`src/rtl/udp_rx_pkg.sv`:
```
// rtl/udp_rx_pkg.sv - shared state encoding, header indices and checksum fold for the UDP deframer
package udp_rx_pkg;

  typedef enum logic [1:0] {
    ST_IDLE    = 2'd0,
    ST_HDR     = 2'd1,
    ST_PAYLOAD = 2'd2,
    ST_DROP    = 2'd3
  } rx_state_t;

  localparam int UDP_HDR_BYTES = 8;

  localparam logic [1:0] HDR_SRC  = 2'd0;
  localparam logic [1:0] HDR_DST  = 2'd1;
  localparam logic [1:0] HDR_LEN  = 2'd2;
  localparam logic [1:0] HDR_CSUM = 2'd3;

  // End-around carry; a 17-bit sum of two 16-bit words never carries twice.
  function automatic logic [15:0] csum_fold(input logic [16:0] sum);
    return sum[15:0] + {15'd0, sum[16]};
  endfunction

endpackage

```
`src/rtl/udp_csum_acc.sv`:
```
// rtl/udp_csum_acc.sv - ones'-complement word accumulator; o_sum already includes i_word when i_add is high
module udp_csum_acc
  import udp_rx_pkg::*;
(
  input  logic        i_clk,
  input  logic        i_rst,
  input  logic        i_clear,
  input  logic        i_add,
  input  logic [15:0] i_word,
  output logic [15:0] o_sum
);

  logic [15:0] acc;

  assign o_sum = i_add ? csum_fold({1'b0, acc} + {1'b0, i_word}) : acc;

  always_ff @(posedge i_clk or posedge i_rst) begin
    if (i_rst) begin
      acc <= '0;
    end else if (i_clear) begin
      acc <= '0;
    end else if (i_add) begin
      acc <= o_sum;
    end
  end

endmodule

```
`src/rtl/udp_rx_deframer.sv`:
```
// rtl/udp_rx_deframer.sv - serial UDP receiver: word assembly, header parse, framing errors
// Checksum verification is built only when UDP_RX_CSUM_EN is defined.
module udp_rx_deframer
  import udp_rx_pkg::*;
#(
  parameter int DATA_WIDTH = 16,
  parameter int MAX_LEN    = 1472
) (
  input  logic                  i_clk,
  input  logic                  i_rst,
  input  logic                  i_udp_data,
  input  logic                  i_udp_valid,
  input  logic                  i_udp_sof,
  output logic [DATA_WIDTH-1:0] o_word,
  output logic                  o_word_valid,
  input  logic                  i_word_ready,
  output logic                  o_sop,
  output logic                  o_eop,
  output logic [15:0]           o_src_port,
  output logic [15:0]           o_dst_port,
  output logic [15:0]           o_length,
  output logic                  o_hdr_valid,
  output logic                  o_pkt_done,
  output logic                  o_pkt_ok,
  output logic                  o_err_len,
  output logic                  o_err_ovf,
  output logic                  o_err_csum
);

  localparam logic [15:0] MAX_LEN_W = 16'(MAX_LEN);
  localparam logic [15:0] MIN_LEN_W = 16'(UDP_HDR_BYTES);

  rx_state_t   state;
  logic [3:0]  bit_cnt;
  logic [15:0] shreg;
  logic [15:0] word_cnt;
  logic [15:0] word_in;
  logic        sof_take;
  logic        bit_take;
  logic        word_done;
  logic        ovf;
  logic        len_bad;
  logic        is_last;
  logic        pkt_end;
  logic        csum_bad;

  assign sof_take  = i_udp_valid && i_udp_sof;
  assign bit_take  = i_udp_valid && !i_udp_sof && (state == ST_HDR || state == ST_PAYLOAD);
  assign word_in   = shreg | ({15'd0, i_udp_data} << bit_cnt);
  assign word_done = bit_take && (bit_cnt == 4'd15);
  assign ovf       = o_word_valid && !i_word_ready;
  assign len_bad   = (word_in < MIN_LEN_W) || word_in[0] || (word_in > MAX_LEN_W);
  assign is_last   = (word_cnt + 16'd1) == {1'b0, o_length[15:1]};
  // o_length can be stale during words 0-2, so only trust it from the checksum word on.
  assign pkt_end   = is_last && (state == ST_PAYLOAD || word_cnt[1:0] == HDR_CSUM);

`ifdef UDP_RX_CSUM_EN
  logic [15:0] csum_field;
  logic [15:0] csum_field_eff;
  logic [15:0] csum_sum;

  always_ff @(posedge i_clk or posedge i_rst) begin
    if (i_rst) begin
      csum_field <= '0;
    end else if (word_done && !ovf && state == ST_HDR && word_cnt[1:0] == HDR_CSUM) begin
      csum_field <= word_in;
    end
  end

  udp_csum_acc u_csum (
    .i_clk   (i_clk),
    .i_rst   (i_rst),
    .i_clear (sof_take),
    .i_add   (word_done && !ovf),
    .i_word  (word_in),
    .o_sum   (csum_sum)
  );

  // A zero checksum field means the sender did not compute one.
  assign csum_field_eff = (state == ST_HDR) ? word_in : csum_field;
  assign csum_bad       = (csum_sum != 16'hFFFF) && (csum_field_eff != 16'h0000);
`else
  assign csum_bad = 1'b0;
`endif

  always_ff @(posedge i_clk or posedge i_rst) begin
    if (i_rst) begin
      state        <= ST_IDLE;
      bit_cnt      <= '0;
      shreg        <= '0;
      word_cnt     <= '0;
      o_word       <= '0;
      o_word_valid <= 1'b0;
      o_sop        <= 1'b0;
      o_eop        <= 1'b0;
      o_src_port   <= '0;
      o_dst_port   <= '0;
      o_length     <= '0;
      o_hdr_valid  <= 1'b0;
      o_pkt_done   <= 1'b0;
      o_pkt_ok     <= 1'b0;
      o_err_len    <= 1'b0;
      o_err_ovf    <= 1'b0;
      o_err_csum   <= 1'b0;
    end else begin
      o_hdr_valid <= 1'b0;
      o_pkt_done  <= 1'b0;
      o_pkt_ok    <= 1'b0;
      if (o_word_valid && i_word_ready) begin
        o_word_valid <= 1'b0;
      end
      if (sof_take) begin
        if (state == ST_HDR || state == ST_PAYLOAD) begin
          o_pkt_done   <= 1'b1;
          o_word_valid <= 1'b0;
        end
        state      <= ST_HDR;
        bit_cnt    <= 4'd1;
        shreg      <= {15'd0, i_udp_data};
        word_cnt   <= '0;
        o_err_len  <= 1'b0;
        o_err_ovf  <= 1'b0;
        o_err_csum <= 1'b0;
      end else if (bit_take) begin
        bit_cnt <= bit_cnt + 4'd1;
        shreg   <= word_done ? '0 : word_in;
        if (word_done) begin
          word_cnt <= word_cnt + 16'd1;
          if (ovf) begin
            o_err_ovf  <= 1'b1;
            o_pkt_done <= 1'b1;
            state      <= ST_DROP;
          end else begin
            o_word       <= word_in;
            o_word_valid <= 1'b1;
            o_sop        <= (word_cnt == 16'd0);
            o_eop        <= 1'b0;
            if (state == ST_HDR) begin
              case (word_cnt[1:0])
                HDR_SRC: o_src_port <= word_in;
                HDR_DST: o_dst_port <= word_in;
                HDR_LEN: begin
                  o_length <= word_in;
                  if (len_bad) begin
                    o_err_len  <= 1'b1;
                    o_pkt_done <= 1'b1;
                    state      <= ST_DROP;
                  end
                end
                HDR_CSUM: begin
                  o_hdr_valid <= 1'b1;
                  state       <= ST_PAYLOAD;
                end
              endcase
            end
            if (pkt_end) begin
              o_eop      <= 1'b1;
              o_pkt_done <= 1'b1;
              o_pkt_ok   <= !csum_bad;
              o_err_csum <= csum_bad;
              state      <= ST_IDLE;
            end
          end
        end
      end
    end
  end

endmodule

```
`config.mk`:
```
export PLATFORM = sky130hd
export DESIGN_NAME = udp_rx_deframer
export DESIGN_NICKNAME = d
export VERILOG_FILES = /design/src/rtl/udp_rx_pkg.sv /design/src/rtl/udp_csum_acc.sv /design/src/rtl/udp_rx_deframer.sv
export SDC_FILE = /design/constraint.sdc
export NUM_CORES = 1
export LEC_CHECK = 0
export ABC_AREA = 1
export CAP_MARGIN = 20
export CELL_PAD_IN_SITES_DETAIL_PLACEMENT = 0
export CELL_PAD_IN_SITES_GLOBAL_PLACEMENT = 1
export CORE_MARGIN = 2
export CORE_UTILIZATION = 40
export DETAILED_ROUTE_END_ITERATION = 7
export PLACE_DENSITY_LB_ADDON = 0.2
export SYNTH_ARGS = -nofsm -noshare
export SYNTH_HDL_FRONTEND = slang
export SYNTH_SLANG_ARGS = --single-unit
```
`constraint.sdc`:
```
create_clock -name i_clk -period 5.1 [get_ports i_clk]
set_input_delay 1.275 -clock i_clk [delete_from_list [all_inputs] [get_ports i_clk]]
set_output_delay 1.275 -clock i_clk [all_outputs]
set_load 0.01 [all_outputs]
```
==> results of run 1 <==
[state kept, by name, indices dropped and copies added, names as in the netlist]
name          count
o_dst_port       16
o_length         16
o_src_port       16
o_word           16
shreg            16
word_cnt         16
bit_cnt           4
state             2
o_eop             1
o_err_len         1
o_err_ovf         1
o_hdr_valid       1
o_pkt_done        1
o_pkt_ok          1
o_sop             1
o_word_valid      1
[power breakdown]
group	internal, mW	switching (mW)	total, mW	leakage [nW]
logic	0.0528	0.148	0.201	1.53
registers	0.890	0.0238	0.914	1.48
clock network	0.385	0.329	0.714	0.143
[synth_stat cells]
library cell  count
nor3_4            1
nand2_1         203
inv_4             1
nand3_1          36
inv_2             4
nor3_1            3
nand2_2           2
a31oi_1           1
o41ai_1           1
buf_4             3
o22ai_1          14
nor2_1           55
nand4_1          10
or2_2             1
nor2_8            1
o21bai_1          3
o21ai_2          12
xor2_1            4
and2_1            1
conb_1            1
nor2_4            5
nand2_4           1
ha_1              7
nand3_2           2
inv_1            89
a22oi_1           1
dfrtp_1         110
buf_2             1
a21oi_1           7
buf_6             4
o21ai_0          62
nand3b_1          5
o21ai_1           3
clkbuf_1         10
nor4_1            1
[metrics by stage]
step / instance area (um2) / setup slack [ps] / hold slack (ps) / utilization (%) / total power, mW
floorplan: 5360 / 923 / 469 / - / 1.06
global placement: 6270 / 1350 / 456 / 47.6 / 1.13
detailed placement: 6270 / 1300 / 461 / 47.6 / 1.13
CTS: 6570 / 1660 / 480 / 49.8 / 1.85
global route: 6570 / 1440 / 498 / 49.8 / 1.91
finish: 6570 / 1660 / 473 / 49.8 / 1.83
[worst register-to-register path, cell delays in order (launching register included)]
cell,delay [ps]
dfrtp_1,380
inv_1,60
ha_1,380
nor2_4,180
inv_2,60
nor2_4,120
nand2_2,80
nor2_4,110
nand2_4,160
nor2_8,200
inv_4,160
nor3_4,320
inv_2,300
nand2_1,160
o21ai_2,60
[worst paths after layout]
kind | endpoint | cells after the start
min reg2reg | o_word[4]$_DFFE_PP0P_ | 2
max | o_src_port[10]$_DFFE_PP0P_ | 14
max in group asynchronous | o_pkt_ok$_DFF_PP0_ | 3
min in group asynchronous | bit_cnt[0]$_DFFE_PP0P_ | 2
min | o_word[4]$_DFFE_PP0P_ | 2
max reg2reg | o_src_port[10]$_DFFE_PP0P_ | 14
[cells by family after synthesis]
kind of cell / after synthesis / share of synthesized area [%]
other cells: 1 / 0.0699
fa+ha+maj: 7 / 1.63
simple gates: 327 / 26.5
xor+xnor: 4 / 0.653
buf+inv: 112 / 8.68
flops: 110 / 51.3
compound gates: 104 / 11.2
[per-layer routing]
metal | vias to the layer above | wire, um | share of wire (%)
met2 | 101 | 6980 | 47
met5 | - | 0 | 0
met4 | 0 | 314 | 2.1
met1 | 2179 | 7200 | 48
met3 | 18 | 469 | 3.1
li1 | 2253 | - | -
[layout make-up]
cell class                 count  area (um2)  area share [%]
clock buffer                  10         229            3.48
clock inverter                 6        68.8            1.05
inverter                      94         358            5.44
multi-input combinational    443        2140            32.6
sequential                   110        2750            41.9
tap                          176         220            3.35
timing repair buffer          81         801            12.2
==> results.sh, run 1 <==
export IMPL_grt_overflow_total=0
export IMPL_final_cell_mix="203 x nand2_1, 110 x dfrtp_1, 88 x inv_1"
export IMPL_slew_headroom_pct=42.5
export IMPL_clkSlewWorstSetupHoldPaths_ps=70
export IMPL_ys_types=35
export IMPL_grt_max_degree=43
export IMPL_synthTopCellsByArea="dfrtp_1 51%, nand2_1 14%, inv_1 6.2%"
export IMPL_place_inst=904
export IMPL_crit_buf_inv=5
export IMPL_syn_cell_area_um2=5360
export IMPL_cts_repair_resized=0
export IMPL_slew_violations=0
export IMPL_die_y_um=120
export IMPL_hpwl_um=11100
export IMPL_nFillCells=1294
export IMPL_num_io_pins=79
export IMPL_p_leak_nw=3.16
export IMPL_rr_startpoint="state[0]$_DFFE_PP0P_"
export IMPL_cts_max_level=3
export IMPL_clock_fmax_ghz=0.291
export IMPL_dieArea_um2=14300
export IMPL_synth_top_area_share_pct=51.3
export IMPL_synth_seq_cells=110
export IMPL_syn2layout_area_growth_pct=22.6
export IMPL_peakVddDrop_uv=177
export IMPL_core_area_um2=13200
export IMPL_syn_inst=665
export IMPL_crit_slowest_cell="clkdlybuf4s50_1"
export IMPL_finalSetupTns_ps=0
export IMPL_vias_per_cell=4.95
export IMPL_power_density_nw_per_um2=278
export IMPL_drc=0
export IMPL_clkSinkCount=110
export IMPL_via_count=4551
export IMPL_skew_ps=9.60
export IMPL_synth_avg_cell_area_um2=8.06
export IMPL_final_common_cell="nand2_1"
export IMPL_cts_root_buffer="clkbuf_16"
export IMPL_min_from="o_word[4]$_DFFE_PP0P_"
export IMPL_use_met2_pct=35.0
export IMPL_synth_fp_nets=678
export IMPL_clockBufferDepth=2
export IMPL_tightest_slew_ps=859
export IMPL_initial_utilization_pct=40.6
export IMPL_first_global_vias=4508
export IMPL_period_share_pct=67.4
export IMPL_crit_family="simple AND/OR/NAND/NOR gates"
export IMPL_startpoint="i_udp_valid"
export IMPL_fin_cells=920
export IMPL_cts_tree="built"
export IMPL_fin_nets=752
export IMPL_status="finished, final reports clean"
export IMPL_setup_violations=0
export IMPL_drv_cap=0
export IMPL_antenna_found_initial=0
export IMPL_synth_seq_area_share_pct=51.3
export IMPL_drive_above_1_share_pct=6.72
export IMPL_layout_min_cycle_time_ps=3440
export IMPL_grt_usage_pct=22.2
export IMPL_slowest_delay_ps=470
export IMPL_drt_iter0_markers=347
export IMPL_path_cells="clkdlybuf4s50_1, inv_1, nor2_4, inv_2, nor2_4, nand2_2, nor2_4, nand2_4, nor2_8, inv_4, nor3_4, inv_2, nand2_1, o21ai_2"
export IMPL_rsz0062_at_grt="false"
export IMPL_cp_required_ps=5330
export IMPL_die_x_um=120
export IMPL_crit_fanout=34
export IMPL_rows=42
export IMPL_post_cts_setup_buffers=0
export IMPL_gp_congestion=0.849
export IMPL_wl_per_cell_um=16.3
export IMPL_end_kind="flop"
export IMPL_hold_class="reg2reg"
export IMPL_grt_first_pass_wirelength_um=24400
export IMPL_top_usage_layer="met2"
export IMPL_synth_largest_area_cell="dfrtp_1"
export IMPL_dr_pass1_iters=5
export IMPL_worstSetupPathType="in2reg"
export IMPL_r2r_slack_ps=2250
export IMPL_cp_data_arrival_time_ps=3670
export IMPL_portBuffers=77
export IMPL_postCtsHoldBufs=0
export IMPL_grt_util_met3_pct=2.57
export IMPL_wl_um=15000
export IMPL_crit_top_cell="nor2_4"
export IMPL_grt_use_met1_pct=31.5
export IMPL_antenna_left=0
export IMPL_hold_viol=0
export IMPL_insertedDiodeCount=0
export IMPL_yosysWarnings=0
export IMPL_worst_setup_path_start_kind="input pin"
export IMPL_cts_buffers=9
export IMPL_clock_latency_ps=350
Note: power is estimated with default switching activity, not from simulation.
==> run 2, diff against run 1 <==
--- a/config.mk
+++ b/config.mk
@@ -10,7 +10,7 @@
 export CELL_PAD_IN_SITES_DETAIL_PLACEMENT = 0
 export CELL_PAD_IN_SITES_GLOBAL_PLACEMENT = 1
 export CORE_MARGIN = 2
-export CORE_UTILIZATION = 40
+export CORE_UTILIZATION = 36
 export DETAILED_ROUTE_END_ITERATION = 7
 export PLACE_DENSITY_LB_ADDON = 0.2
 export SYNTH_ARGS = -nofsm -noshare
==> constraint.sdc (replaced) <==
create_clock -name i_clk -period 2.9 [get_ports i_clk]
set_input_delay 0.725 -clock i_clk [delete_from_list [all_inputs] [get_ports i_clk]]
set_output_delay 0.725 -clock i_clk [all_outputs]
set_load 0.01 [all_outputs]
==> run 2 against run 1 <==
Wire length up 3.0%. Clock power rose by 71%. Register-to-register slack got worse by 1900 ps. Worst setup slack got worse by 1300 ps. Via count is 2.0% higher. Utilization shrank 3.2 points. Clock-buffer cell count down 1. Die area is 11% higher. Critical endpoint is now o_pkt_ok$_DFF_PP0_. Highest routed layer unchanged.
==> results.sh, run 2 (synthesis gave the netlist of run 1 again) <==
export IMPL_status="finished, final reports clean"
export IMPL_rows=44
export IMPL_final_core_util_pct=46.7
export IMPL_antenna_found_initial=0
export IMPL_hold_viol=0
export IMPL_rsz0062_at_grt="false"
export IMPL_drive_above_1_share_pct=9.77
export IMPL_die_x_um=126
export IMPL_place_area_um2=6490
export IMPL_clock_latency_ps=360
export IMPL_postCtsHoldBufs=0
export IMPL_skew_ps=8.89
export IMPL_switching_share_pct=29.0
export IMPL_final_common_cell="nand2_1"
export IMPL_path_cells="ha_1, nand3_1, nor2_1, nand3_1, nand2_1, nand2_1, a21oi_1, nand2_1, nor2_1, nand3_1, nor2_1, nand2_1, inv_1"
export IMPL_rr_startpoint="word_cnt[0]$_DFFE_PP0P_"
export IMPL_worst_setup_path_start_kind="flop"
export IMPL_fin_cells=952
export IMPL_syn2layout_area_growth_pct=26.5
export IMPL_slew_violations=0
export IMPL_ff2ff_path_depth=13
export IMPL_clkSinkCount=110
export IMPL_grt_max_degree=111
export IMPL_cts_root_buffer="clkbuf_16"
export IMPL_num_io_pins=79
export IMPL_slowest_delay_ps=460
export IMPL_r2r_end="o_pkt_ok$_DFF_PP0_"
export IMPL_final_cell_mix="203 x nand2_1, 110 x dfrtp_1, 88 x inv_1"
export IMPL_insertedDiodeCount=0
export IMPL_wl_um=15400
export IMPL_drc=0
export IMPL_wl_per_cell_um=16.2
export IMPL_cts_max_level=3
export IMPL_p_leak_nw=3.28
export IMPL_cp_data_arrival_time_ps=2820
export IMPL_crit_slowest_cell="dfrtp_1"
export IMPL_core_area_um2=14500
export IMPL_clkSlewWorstSetupHoldPaths_ps=70
export IMPL_peakVddDrop_uv=276
export IMPL_die_y_um=126
export IMPL_nFillCells=1482
export IMPL_crit_fanout=6
export IMPL_clock_fmax_ghz=0.396
export IMPL_setup_violations=0
export IMPL_end_kind="flop"
export IMPL_antenna_left=0
export IMPL_first_global_vias=4592
export IMPL_hpwl_um=11400
export IMPL_combPwrFrac_pct=12.3
export IMPL_slew_headroom_pct=59.6
export IMPL_cts_buffers=9
export IMPL_hold_path_end="o_word[7]$_DFFE_PP0P_"
export IMPL_cts_repair_resized=0
export IMPL_grt_usage_pct=20.4
export IMPL_cts_tree="built"
export IMPL_period_share_pct=87.1
export IMPL_power_frac_seq_pct=49.9
export IMPL_crit_top_cell="nand2_1"
export IMPL_worstHoldPathCells=2
export IMPL_layout_min_cycle_time_ps=2530
export IMPL_vias_per_cell=4.87
export IMPL_via_count=4640
export IMPL_cp_required_ps=3200
export IMPL_clkPwrFrac_pct=37.9
export IMPL_finalSetupTns_ps=0
export IMPL_gp_congestion=0.854
export IMPL_p_sw_uw=931
export IMPL_tightest_slew_ps=604
export IMPL_worstSetupPathType="reg2reg"
export IMPL_grt_first_pass_wirelength_um=25300
export IMPL_portBuffers=77
export IMPL_fin_nets=776
export IMPL_r2r_slack_ps=370
export IMPL_stdcell_area_um2=6780
export IMPL_grt_overflow_total=0
export IMPL_post_cts_setup_buffers=0
export IMPL_power_internal_mw=2.29
export IMPL_clockBufferDepth=2
export IMPL_dr_pass1_iters=4
export IMPL_dieArea_um2=15900
export IMPL_hold_class="reg2reg"
export IMPL_min_from="o_word[7]$_DFFE_PP0P_"
export IMPL_drt_iter0_markers=389
export IMPL_initial_utilization_pct=36.9
export IMPL_power_density_nw_per_um2=474
export IMPL_place_inst=936
export IMPL_drv_cap=0
## run 2: power groups by stage
stage               logic, mW  registers [mW]  clock network [mW]
finish                  0.395            1.60                1.22
global route            0.443            1.61                1.31
CTS                     0.396            1.60                1.26
detailed placement      0.394            1.64                   0
global placement        0.394            1.63                   0
floorplan               0.238            1.63                   0
## run 2: final cells by class
type	count	area (um2)	area share [%]
timing repair buffer	105	1010	14.8
inverter	94	359	5.29
sequential	110	2750	40.6
multi-input combinational	443	2140	31.6
tap	184	230	3.39
clock inverter	7	66.3	0.978
clock buffer	9	225	3.32
## run 2: worst max-delay path: cells and delay by family (launching register included)
family	cells	cell delay, ps
buffers and inverters	1	90
AOI/OAI and AO/OA	1	140
and+or+nand+nor	10	1520
DFF	1	460
adders and majority gates	1	250
## run 2: worst max-delay path by stage
stage                       startpoint                   endpoint  slack [ps]  depth (start not counted)
4_1_cts        word_cnt[0]$_DFFE_PP0P_         o_pkt_ok$_DFF_PP0_         340                         13
5_1_grt        word_cnt[0]$_DFFE_PP0P_       state[1]$_DFFE_PP0P_          40                         14
6_report       word_cnt[0]$_DFFE_PP0P_         o_pkt_ok$_DFF_PP0_         370                         13
3_5_place_dp                i_udp_data       state[0]$_DFFE_PP0P_          90                         14
3_3_place_gp                i_udp_data       state[1]$_DFFE_PP0P_          80                         14
2_1_floorplan              i_udp_valid  o_src_port[5]$_DFFE_PP0P_         700                         14
## run 2: metrics by stage
stage                     hold slack [ps]  total power [mW]  setup slack [ps]
final                                 478              3.22               374
after floorplan                       469              1.86               696
after detailed placement              463              2.03              88.3
after global routing                  516              3.37              40.6
after global placement                463              2.03              83.6
after CTS                             482              3.26               335
## run 2: per-layer routing
metal / up-vias / part of all wire, % / global-route usage, %
met5: - / 0 / 0
met4: 0 / 2.8 / 7.56
met3: 24 / 3.2 / 3.95
met2: 99 / 46 / 31.8
met1: 2213 / 48 / 28.4
li1: 2304 / - / -
